**src/rtl/uart_word_tx_if.sv**
```systemverilog
// Word-side handshake between a producer and uart_word_tx.
// The producer drives word/wrt_en; the transmitter returns ready/busy/Tx_Done.
interface uart_word_tx_if #(
  parameter int unsigned NBYTES = 4
);
  logic [8*NBYTES-1:0] word;
  logic                wrt_en;
  logic                ready;
  logic                busy;
  logic                Tx_Done;

  modport master (output word, wrt_en, input ready, busy, Tx_Done);
  modport slave  (input word, wrt_en, output ready, busy, Tx_Done);
endinterface

```
**src/rtl/uart_word_tx.sv**
```systemverilog
// Serialises an NBYTES-wide word as back-to-back 8N1 UART frames, with an optional header
// byte and selectable byte order; a one-word holding register lets words stream gap-free.
module uart_word_tx #(
  parameter int unsigned CLK_FREQ  = 50_000_000,
  parameter int unsigned BAUD      = 115200,
  parameter int unsigned NBYTES    = 4,
  parameter bit          MSB_FIRST = 1'b1,
  parameter bit          HEADER_EN = 1'b0,
  parameter logic [7:0]  HEADER    = 8'hA5
) (
  input  logic              Clk,
  input  logic              Rst_n,
  uart_word_tx_if.slave     bus,
  output logic              Rs232_Tx
);
  localparam int unsigned BAUD_DIV = CLK_FREQ / BAUD;
  localparam int unsigned CNT_W    = (BAUD_DIV > 1) ? $clog2(BAUD_DIV) : 1;
  localparam int unsigned BIT_W    = $clog2(10);
  localparam int unsigned NB       = NBYTES + (HEADER_EN ? 1 : 0);
  localparam int unsigned BYTE_W   = (NB > 1) ? $clog2(NB) : 1;
  localparam int unsigned WORD_W   = 8 * NBYTES;

  typedef enum logic [1:0] {IDLE, START, DATA, STOP} state_t;

  state_t              state_q, state_d;
  logic [CNT_W-1:0]    baud_q, baud_d;
  logic [BIT_W-1:0]    bit_q, bit_d;
  logic [BYTE_W-1:0]   byte_q, byte_d;
  logic [7:0]          shreg_q, shreg_d;
  logic [WORD_W-1:0]   word_q, word_d;
  logic [WORD_W-1:0]   hold_q, hold_d;
  logic                full_q, full_d;
  logic                ready_q, ready_d;
  logic                busy_q, busy_d;
  logic                done_q, done_d;
  logic                tx_q, tx_d;
  logic                tick;
  logic                load;

  // Byte transmitted in a given slot of the word: header first, then data in configured order.
  function automatic logic [7:0] pick_byte(input logic [WORD_W-1:0] w, input int unsigned slot);
    logic [7:0]  r;
    int unsigned k;
    int unsigned pos;
    r   = HEADER;
    k   = 0;
    pos = 0;
    if (!(HEADER_EN && slot == 0)) begin
      k   = slot - 32'(HEADER_EN);
      pos = MSB_FIRST ? (NBYTES - 1 - k) : k;
      for (int unsigned p = 0; p < NBYTES; p++) begin
        if (p == pos) r = w[8*p +: 8];
      end
    end
    return r;
  endfunction

  always_ff @(posedge Clk or negedge Rst_n) begin
    if (!Rst_n) begin
      state_q <= IDLE;
      baud_q  <= '0;
      bit_q   <= '0;
      byte_q  <= '0;
      shreg_q <= '0;
      word_q  <= '0;
      hold_q  <= '0;
      full_q  <= 1'b0;
      ready_q <= 1'b1;
      busy_q  <= 1'b0;
      done_q  <= 1'b0;
      tx_q    <= 1'b1;
    end else begin
      state_q <= state_d;
      baud_q  <= baud_d;
      bit_q   <= bit_d;
      byte_q  <= byte_d;
      shreg_q <= shreg_d;
      word_q  <= word_d;
      hold_q  <= hold_d;
      full_q  <= full_d;
      ready_q <= ready_d;
      busy_q  <= busy_d;
      done_q  <= done_d;
      tx_q    <= tx_d;
    end
  end

  always_comb begin
    state_d = state_q;
    baud_d  = baud_q;
    bit_d   = bit_q;
    byte_d  = byte_q;
    shreg_d = shreg_q;
    word_d  = word_q;
    hold_d  = hold_q;
    full_d  = full_q;
    busy_d  = busy_q;
    done_d  = 1'b0;
    tx_d    = tx_q;
    load    = 1'b0;
    tick    = (baud_q == CNT_W'(BAUD_DIV - 1));

    if (state_q != IDLE) baud_d = tick ? '0 : baud_q + CNT_W'(1);

    case (state_q)
      IDLE: begin
        if (full_q) load = 1'b1;
      end
      START: begin
        if (tick) begin
          state_d = DATA;
          tx_d    = shreg_q[0];
          shreg_d = {1'b0, shreg_q[7:1]};
          bit_d   = BIT_W'(1);
        end
      end
      DATA: begin
        if (tick) begin
          if (bit_q == BIT_W'(8)) begin
            state_d = STOP;
            tx_d    = 1'b1;
            bit_d   = BIT_W'(9);
          end else begin
            tx_d    = shreg_q[0];
            shreg_d = {1'b0, shreg_q[7:1]};
            bit_d   = bit_q + BIT_W'(1);
          end
        end
      end
      STOP: begin
        if (tick) begin
          bit_d = '0;
          if (byte_q != BYTE_W'(NB - 1)) begin
            byte_d  = byte_q + BYTE_W'(1);
            shreg_d = pick_byte(word_q, 32'(byte_q) + 32'd1);
            tx_d    = 1'b0;
            state_d = START;
          end else begin
            // End of word: pulse done and chain straight into a pending word if there is one
            done_d = 1'b1;
            byte_d = '0;
            if (full_q) begin
              load = 1'b1;
            end else begin
              state_d = IDLE;
              busy_d  = 1'b0;
            end
          end
        end
      end
      default: state_d = IDLE;
    endcase

    if (load) begin
      word_d  = hold_q;
      shreg_d = pick_byte(hold_q, 32'd0);
      full_d  = 1'b0;
      state_d = START;
      tx_d    = 1'b0;
      busy_d  = 1'b1;
      bit_d   = '0;
      byte_d  = '0;
      baud_d  = '0;
    end

    if (bus.wrt_en && ready_q) begin
      hold_d = bus.word;
      full_d = 1'b1;
    end

    ready_d = !full_d;
  end

  assign bus.ready   = ready_q;
  assign bus.busy    = busy_q;
  assign bus.Tx_Done = done_q;
  assign Rs232_Tx    = tx_q;
endmodule
```
**src/flat_wrapper.sv**
```systemverilog
// flat-port wrapper written by rule: the top's interface ports become plain ports
module uart_word_tx_flat 
#(
  parameter int unsigned CLK_FREQ  = 50_000_000,
  parameter int unsigned BAUD      = 115200,
  parameter int unsigned NBYTES    = 4,
  parameter bit          MSB_FIRST = 1'b1,
  parameter bit          HEADER_EN = 1'b0,
  parameter logic [7:0]  HEADER    = 8'hA5
)
  (Clk, Rst_n, Rs232_Tx, bus_word, bus_wrt_en, bus_ready, bus_busy, bus_Tx_Done);
  uart_word_tx_if #(.NBYTES(NBYTES)) bus_i ();
  input  logic Clk;
  input  logic Rst_n;
  output logic Rs232_Tx;
  input wire logic [$bits(bus_i.word)-1:0] bus_word;
  input wire logic [$bits(bus_i.wrt_en)-1:0] bus_wrt_en;
  output wire logic [$bits(bus_i.ready)-1:0] bus_ready;
  output wire logic [$bits(bus_i.busy)-1:0] bus_busy;
  output wire logic [$bits(bus_i.Tx_Done)-1:0] bus_Tx_Done;
  assign bus_i.word = bus_word;
  assign bus_i.wrt_en = bus_wrt_en;
  assign bus_ready = bus_i.ready;
  assign bus_busy = bus_i.busy;
  assign bus_Tx_Done = bus_i.Tx_Done;
  uart_word_tx #(.CLK_FREQ(CLK_FREQ), .BAUD(BAUD), .NBYTES(NBYTES), .MSB_FIRST(MSB_FIRST), .HEADER_EN(HEADER_EN), .HEADER(HEADER)) u_core (.Clk(Clk), .Rst_n(Rst_n), .bus(bus_i), .Rs232_Tx(Rs232_Tx));
endmodule
```
**config.mk**
```make
export PLATFORM = sky130hd
export DESIGN_NAME = uart_word_tx_flat
export DESIGN_NICKNAME = d
export VERILOG_FILES = /design/src/rtl/uart_word_tx_if.sv /design/src/rtl/uart_word_tx.sv /design/src/flat_wrapper.sv
export SDC_FILE = /design/constraint.sdc
export NUM_CORES = 1
export LEC_CHECK = 0
export CAP_MARGIN = 20
export CORE_ASPECT_RATIO = 0.75
export CORE_UTILIZATION = 53
export CTS_CLUSTER_SIZE = 10
export DETAILED_ROUTE_END_ITERATION = 7
export GPL_TIMING_DRIVEN = 0
export PLACE_DENSITY = 0.85
export RECOVER_POWER = 50
export SLEW_MARGIN = 25
export SYNTH_ARGS = -nofsm -noshare
export SYNTH_HDL_FRONTEND = slang
export SYNTH_SLANG_ARGS = --single-unit
```
**constraint.sdc**
```tcl
create_clock -name Clk -period 3.1 [get_ports Clk]
set_input_delay 0.31 -clock Clk [delete_from_list [all_inputs] [get_ports Clk]]
set_output_delay 0.31 -clock Clk [all_outputs]
set_load 0.02 [all_outputs]
```
# ---- Word level (Yosys, flattened, before mapping)
# Cells that the tools add are included.
# W data, S select, Z words.
dict set report classes {
  addsub 5
  n_eq_ne 18
  muxes 53
  n_reduce_logical 15
}
# operator n
set ops {}
lappend ops {{$mux W8} 10}
lappend ops {{$eq A2 B32 Y1 const A} 2}
lappend ops {{$eq A1 B32 Y1 const A} 1}
lappend ops {{$logic_not A32 Y1} 1}
lappend ops {{$sub A2 B32 Y32 const A} 1}
lappend ops {{$mux W9} 3}
lappend ops {{$pmux W8 S3} 1}
lappend ops {{$mux W2} 11}
lappend ops {{$mux W4} 5}
lappend ops {{$mux W1} 19}
lappend ops {{$ne A3 B1 Y1 const B} 5}
lappend ops {{$pmux W4 S3} 1}
lappend ops {{$reduce_and A6 Y1} 2}
lappend ops {{$add A9 B1 Y9 const B} 1}
lappend ops {{$eq A9 B9 Y1 const B} 1}
lappend ops {{$reduce_and A4 Y1} 2}
lappend ops {{$reduce_bool A2 Y1} 4}
lappend ops {{$pmux W2 S3} 1}
lappend ops {{$reduce_and A5 Y1} 1}
lappend ops {{$add A4 B1 Y4 const B} 1}
lappend ops {{$eq A2 B2 Y1 const B} 2}
lappend ops {{$eq A4 B4 Y1 const B} 1}
lappend ops {{$ne A2 B2 Y1 const B} 2}
lappend ops {{$ne A4 B4 Y1 const B} 1}
lappend ops {{other kinds (12)} 12}
dict set report word_totals {
  regBits 94
  inputBits 35
  output_inout_bits 4
  wordCells 103
}

# ---- Logic depth before layout (Yosys ltp)
# Gate-level depths: netlist (run 1).
dict set report depth {
  depth_word 11
  ltp_mapped 9
  ltp_nobuf 7
}

# ---- Worst setup path after synthesis (run 1)
# Ideal clock, no wire load.
dict set report synth_timing {
  path_type {reg-to-reg}
  from {register u_core.state_q[0]}
  to {register u_core.shreg_q[0]}
  setup_ns 0.125
  arrival_time_ns 2.190
  required_ns 2.975
  slack_ns 0.785
  path_stages_with_launch 9
  n_path_buf 1
  synth_period_minus_slack_ns 2.315
  cell_sequence {dfrtp_1 -> inv_1 -> ha_1 -> nand4b_1 -> o31a_1 -> and2_4 -> buf_6 -> a21oi_4 -> mux2_2}
}
dict set report synth_between {
  elab_chain_cells 4
  word_cells_on_any_way 14
  cone_classes {eq/ne (8); mux (3); reduce/logical (3)}
}
# element line
set synth_rtl {}
lappend synth_rtl {{from (decl)} uart_word_tx.sv:25} ;# state_t state_q, state_d;
lappend synth_rtl {{from (signal assigned)} uart_word_tx.sv:73} ;# state_q <= state_d;
lappend synth_rtl {{$eq A2 B2 Y1 / $logic_not A2 Y1 (equally long branches)} uart_word_tx.sv:105} ;# case (state_q)
lappend synth_rtl {{$pmux W1 S2} uart_word_tx.sv:105}
lappend synth_rtl {{$ne A3 B2 Y1 (no source line) (tied with other cells)} --}
lappend synth_rtl {{$reduce_and A6 Y1 (no source line)} --}
lappend synth_rtl {{to (signal assigned)} uart_word_tx.sv:77} ;# shreg_q <= shreg_d;
lappend synth_rtl {{to (decl)} uart_word_tx.sv:29} ;# logic [7:0] shreg_q, shreg_d;
# Several ways; a longest one is shown, not always the timed one.
# A chain may end at the register's enable or synchronous reset.

# ---- Final worst setup path (run 1)
dict set report layout_timing {
  from {register u_core.state_q[0]}
  to {register u_core.shreg_q[1]}
}
# Same word-level chain as after synthesis.

==> results of run 1 <==
[sequential cells by signal, indices dropped and copies added, names as in the netlist, 2 cells and up]
register	count
u_core.bit_q	4
u_core.state_q	2
u_core.word_q	24
u_core.shreg_q	8
u_core.baud_q	9
u_core.byte_q	2
u_core.hold_q	32
[area by class of cell]
class                      count  area [um^2]
sequential                    86         2150
inverter                      24         90.1
tap                          101          126
clock buffer                   9          124
multi-input combinational    258         1740
timing repair buffer          40          412
buffer                        18         77.6
fill                         572         2570
clock inverter                 7         72.6
[what timing repair did]
action | CTS | global route
hold buffers | 1 | 0
setup endpoints to repair | 0 | 0
hold endpoints to repair | 30 | 0
[cell usage after synthesis, types with 2 or more instances]
master	count	area share
and3_1	5	0.0077
dfrtp_1	84	0.52
a221o_1	3	0.0074
ha_1	15	0.046
nand3b_1	2	0.0037
nor2_1	11	0.010
o21ai_0	28	0.035
o21bai_1	2	0.0037
nand2_1	79	0.073
o31ai_1	3	0.0055
inv_1	24	0.022
a21oi_1	13	0.016
a22oi_1	5	0.0092
xnor2_1	4	0.0086
nor4_1	2	0.0031
buf_2	2	0.0025
a221oi_1	4	0.0086
o22ai_1	6	0.0092
clkbuf_1	12	0.011
nand2b_1	2	0.0031
mux2_2	42	0.12
dfstp_2	2	0.013
buf_1	3	0.0028
and2_1	2	0.0031
nand3_1	12	0.015
nor3_1	2	0.0025
[cells in the final DEF (no fill, tap or decap), types with 2 or more instances in the layout]
cell / instances
a221o_1: 3
a22oi_1: 5
o21ai_0: 28
o31ai_1: 3
and2_1: 2
a21oi_1: 13
nor3_1: 2
clkdlybuf4s50_1: 37
o22ai_1: 6
buf_1: 3
nor2_1: 11
nand3_1: 12
o21bai_1: 2
a221oi_1: 4
clkinvlp_4: 2
and3_1: 5
nand2_1: 79
clkbuf_8: 9
nor4_1: 2
nand3b_1: 2
xnor2_1: 4
ha_1: 15
mux2_2: 42
inv_6: 2
buf_2: 2
dfrtp_1: 84
nand2b_1: 2
inv_1: 24
clkbuf_1: 13
clkinv_2: 2
[path summary, 6_finish.rpt]
check                                   from                 to  slack, ns  cells after the start
setup / recovery           u_core.state_q[0]  u_core.shreg_q[1]       0.46                      8
hold reg to reg             u_core.hold_q[9]   u_core.word_q[9]       0.47                      2
setup reg to reg           u_core.state_q[0]  u_core.shreg_q[1]       0.46                      8
max in group asynchronous              Rst_n    u_core.Rs232_Tx       1.08                      3
hold / removal              u_core.hold_q[9]   u_core.word_q[9]       0.47                      2
min in group asynchronous              Rst_n    u_core.bit_q[1]       0.98                      2
[logic make-up after synthesis]
group,synth area share
adders and majority gates,0.0462
buffers and inverters,0.0413
and+or+nand+nor,0.143
AOI/OAI and AO/OA,0.114
muxes,0.116
xor gates and xnor gates,0.00863
DFF,0.530
[worst max-delay path, stage by stage, from the launching register on]
cell      delay, ns
dfrtp_1        0.45
inv_1          0.12
ha_1           0.32
nand4b_1       0.25
o31a_1         0.39
and2_4         0.20
buf_6          0.13
a21oi_4        0.30
mux2_2         0.38
[power by group]
| group | switching [uW] | total (uW) | internal, uW |
|---|---|---|---|
| sequential | 88.5 | 1360 | 1280 |
| clock | 415 | 789 | 375 |
| combinational | 78.9 | 240 | 161 |
[per-stage QoR]
| stage | std cells | total power, uW | hold slack [ns] | worst slack (ns) | instance area (um^2) |
|---|---|---|---|---|---|
| 3_5_place_dp | 526 | 1630 | 0.279 | 0.501 | 4590 |
| 5_1_grt | 543 | 2500 | 0.502 | 0.283 | 4800 |
| 2_1_floorplan | 386 | 1500 | 0.0144 | 0.785 | 4060 |
| 6_report | 543 | 2390 | 0.473 | 0.460 | 4800 |
| 3_3_place_gp | 525 | 1600 | 0.450 | -1.28 | 4570 |
| 4_1_cts | 543 | 2410 | 0.442 | 0.492 | 4800 |
[metal layers]
metal,global-route usage,vias to the layer above
met5,0,-
met4,0.0507,0
met3,0.0775,9
met2,0.357,90
met1,0.331,1535
li1,-,1422
==> flow_summary.ini, run 1 <==
[yosys]
synth_area_um2 = 4060
postSynthCellCount = 386
syn_nets = 436
async_flop_share = 1.00
synth_edf_count = 0
ys_warn_count = 0
ys_seq_elements = 86
synth_seq_area_share = 0.530
syn_area_per_cell_um2 = 10.5
ys_types = 43
dominantRegCellSynth = dfrtp_1

[sta]
max-slew-margin-rel = -0.196
setup_tns_ns = 0
clock_skew_ns = 0.0116
setup_viol = 0
rsz0062_at_grt = false
max_freq_ghz = 0.379
tightestPinTransition_ns = 1.79
hold_viol = 0
fin_crit_sh = 0.852
timing.final.crit_period_ns = 2.64
slew_violations = 32

[clock_network]
clock_path_buffers = 2
cts_sinks = 86
ctsResizeCount = 0
cts_made_buffers = 9
post_cts_buffers = 0
path_clk_slew_ns = 0.08
root_buffer = clkbuf_8
htreeDepth = 3
clkLatencyLatePin_ns = 0.37
cts_tree = done

[power]
ir_worst_vdd_uv = 297
power_density_nw_per_um2 = 499
cellLeakagePower_uw = 0.00210

[die]
io_pins = 39
die_area_um2 = 8020
die_w_um = 103
initial_core_util = 0.551
coreArea_um2 = 7360
die_h_um = 77.8
rows = 27

[routing]
ant_nets = 0
drt_first_pass_iters = 5
top_layer = met4
vias = 3056
drt-initial-drc-count = 214
via_per_inst = 5.63
m1WireLength_um = 4000
met3WireLength_um = 504
wire_per_inst_um = 15.8
dr_wl_met2_um = 3990
drc = 0
routed_wl_um = 8560

[finish]
nets = 487
synthToLayoutAreaGrowth_pct = 18.1
final_util = 0.651
num_antenna_cells = 0
drive_above_1_share = 0.152

[run_status]
outcome = finished, violations left
violations = capacitance limit, slew limit

[placement]
dpl.hpwl_um = 6240
gp_congestion = 0.863
io_buffers = 38

[global_route]
antenna_found_initial = 0
grt_max_degree = 56
grt_usage = 0.236
grt_pass1_vias = 2939
grt-ovfl-total = 0
grt_pass1_wl_um = 14100

[worst_setup_path]
cp_max_fo = 8
worst_setup_path_end_kind = register
path_class = register to register
critPathLaunchType = register
critPathArrivalTime_ns = 2.89
crit_required_ns = 3.35

[hold_path]
min_path_type = register to register

[run]
cap_violations = 1
No activity file was read; power rests on OpenSTA's default activity.
==> inputs of run 2 (changes only) <==
--- a/config.mk
+++ b/config.mk
@@ -5,7 +5,6 @@
 export SDC_FILE = /design/constraint.sdc
 export NUM_CORES = 1
 export LEC_CHECK = 0
-export CAP_MARGIN = 20
 export CORE_ASPECT_RATIO = 0.75
 export CORE_UTILIZATION = 53
 export CTS_CLUSTER_SIZE = 10
@@ -13,7 +12,7 @@
 export GPL_TIMING_DRIVEN = 0
 export PLACE_DENSITY = 0.85
 export RECOVER_POWER = 50
-export SLEW_MARGIN = 25
+export SLEW_MARGIN = 0
 export SYNTH_ARGS = -nofsm -noshare
 export SYNTH_HDL_FRONTEND = slang
 export SYNTH_SLANG_ARGS = --single-unit
==> results of run 2 <==
No change in the layout: final DEF, timing and power equal those of run 1.
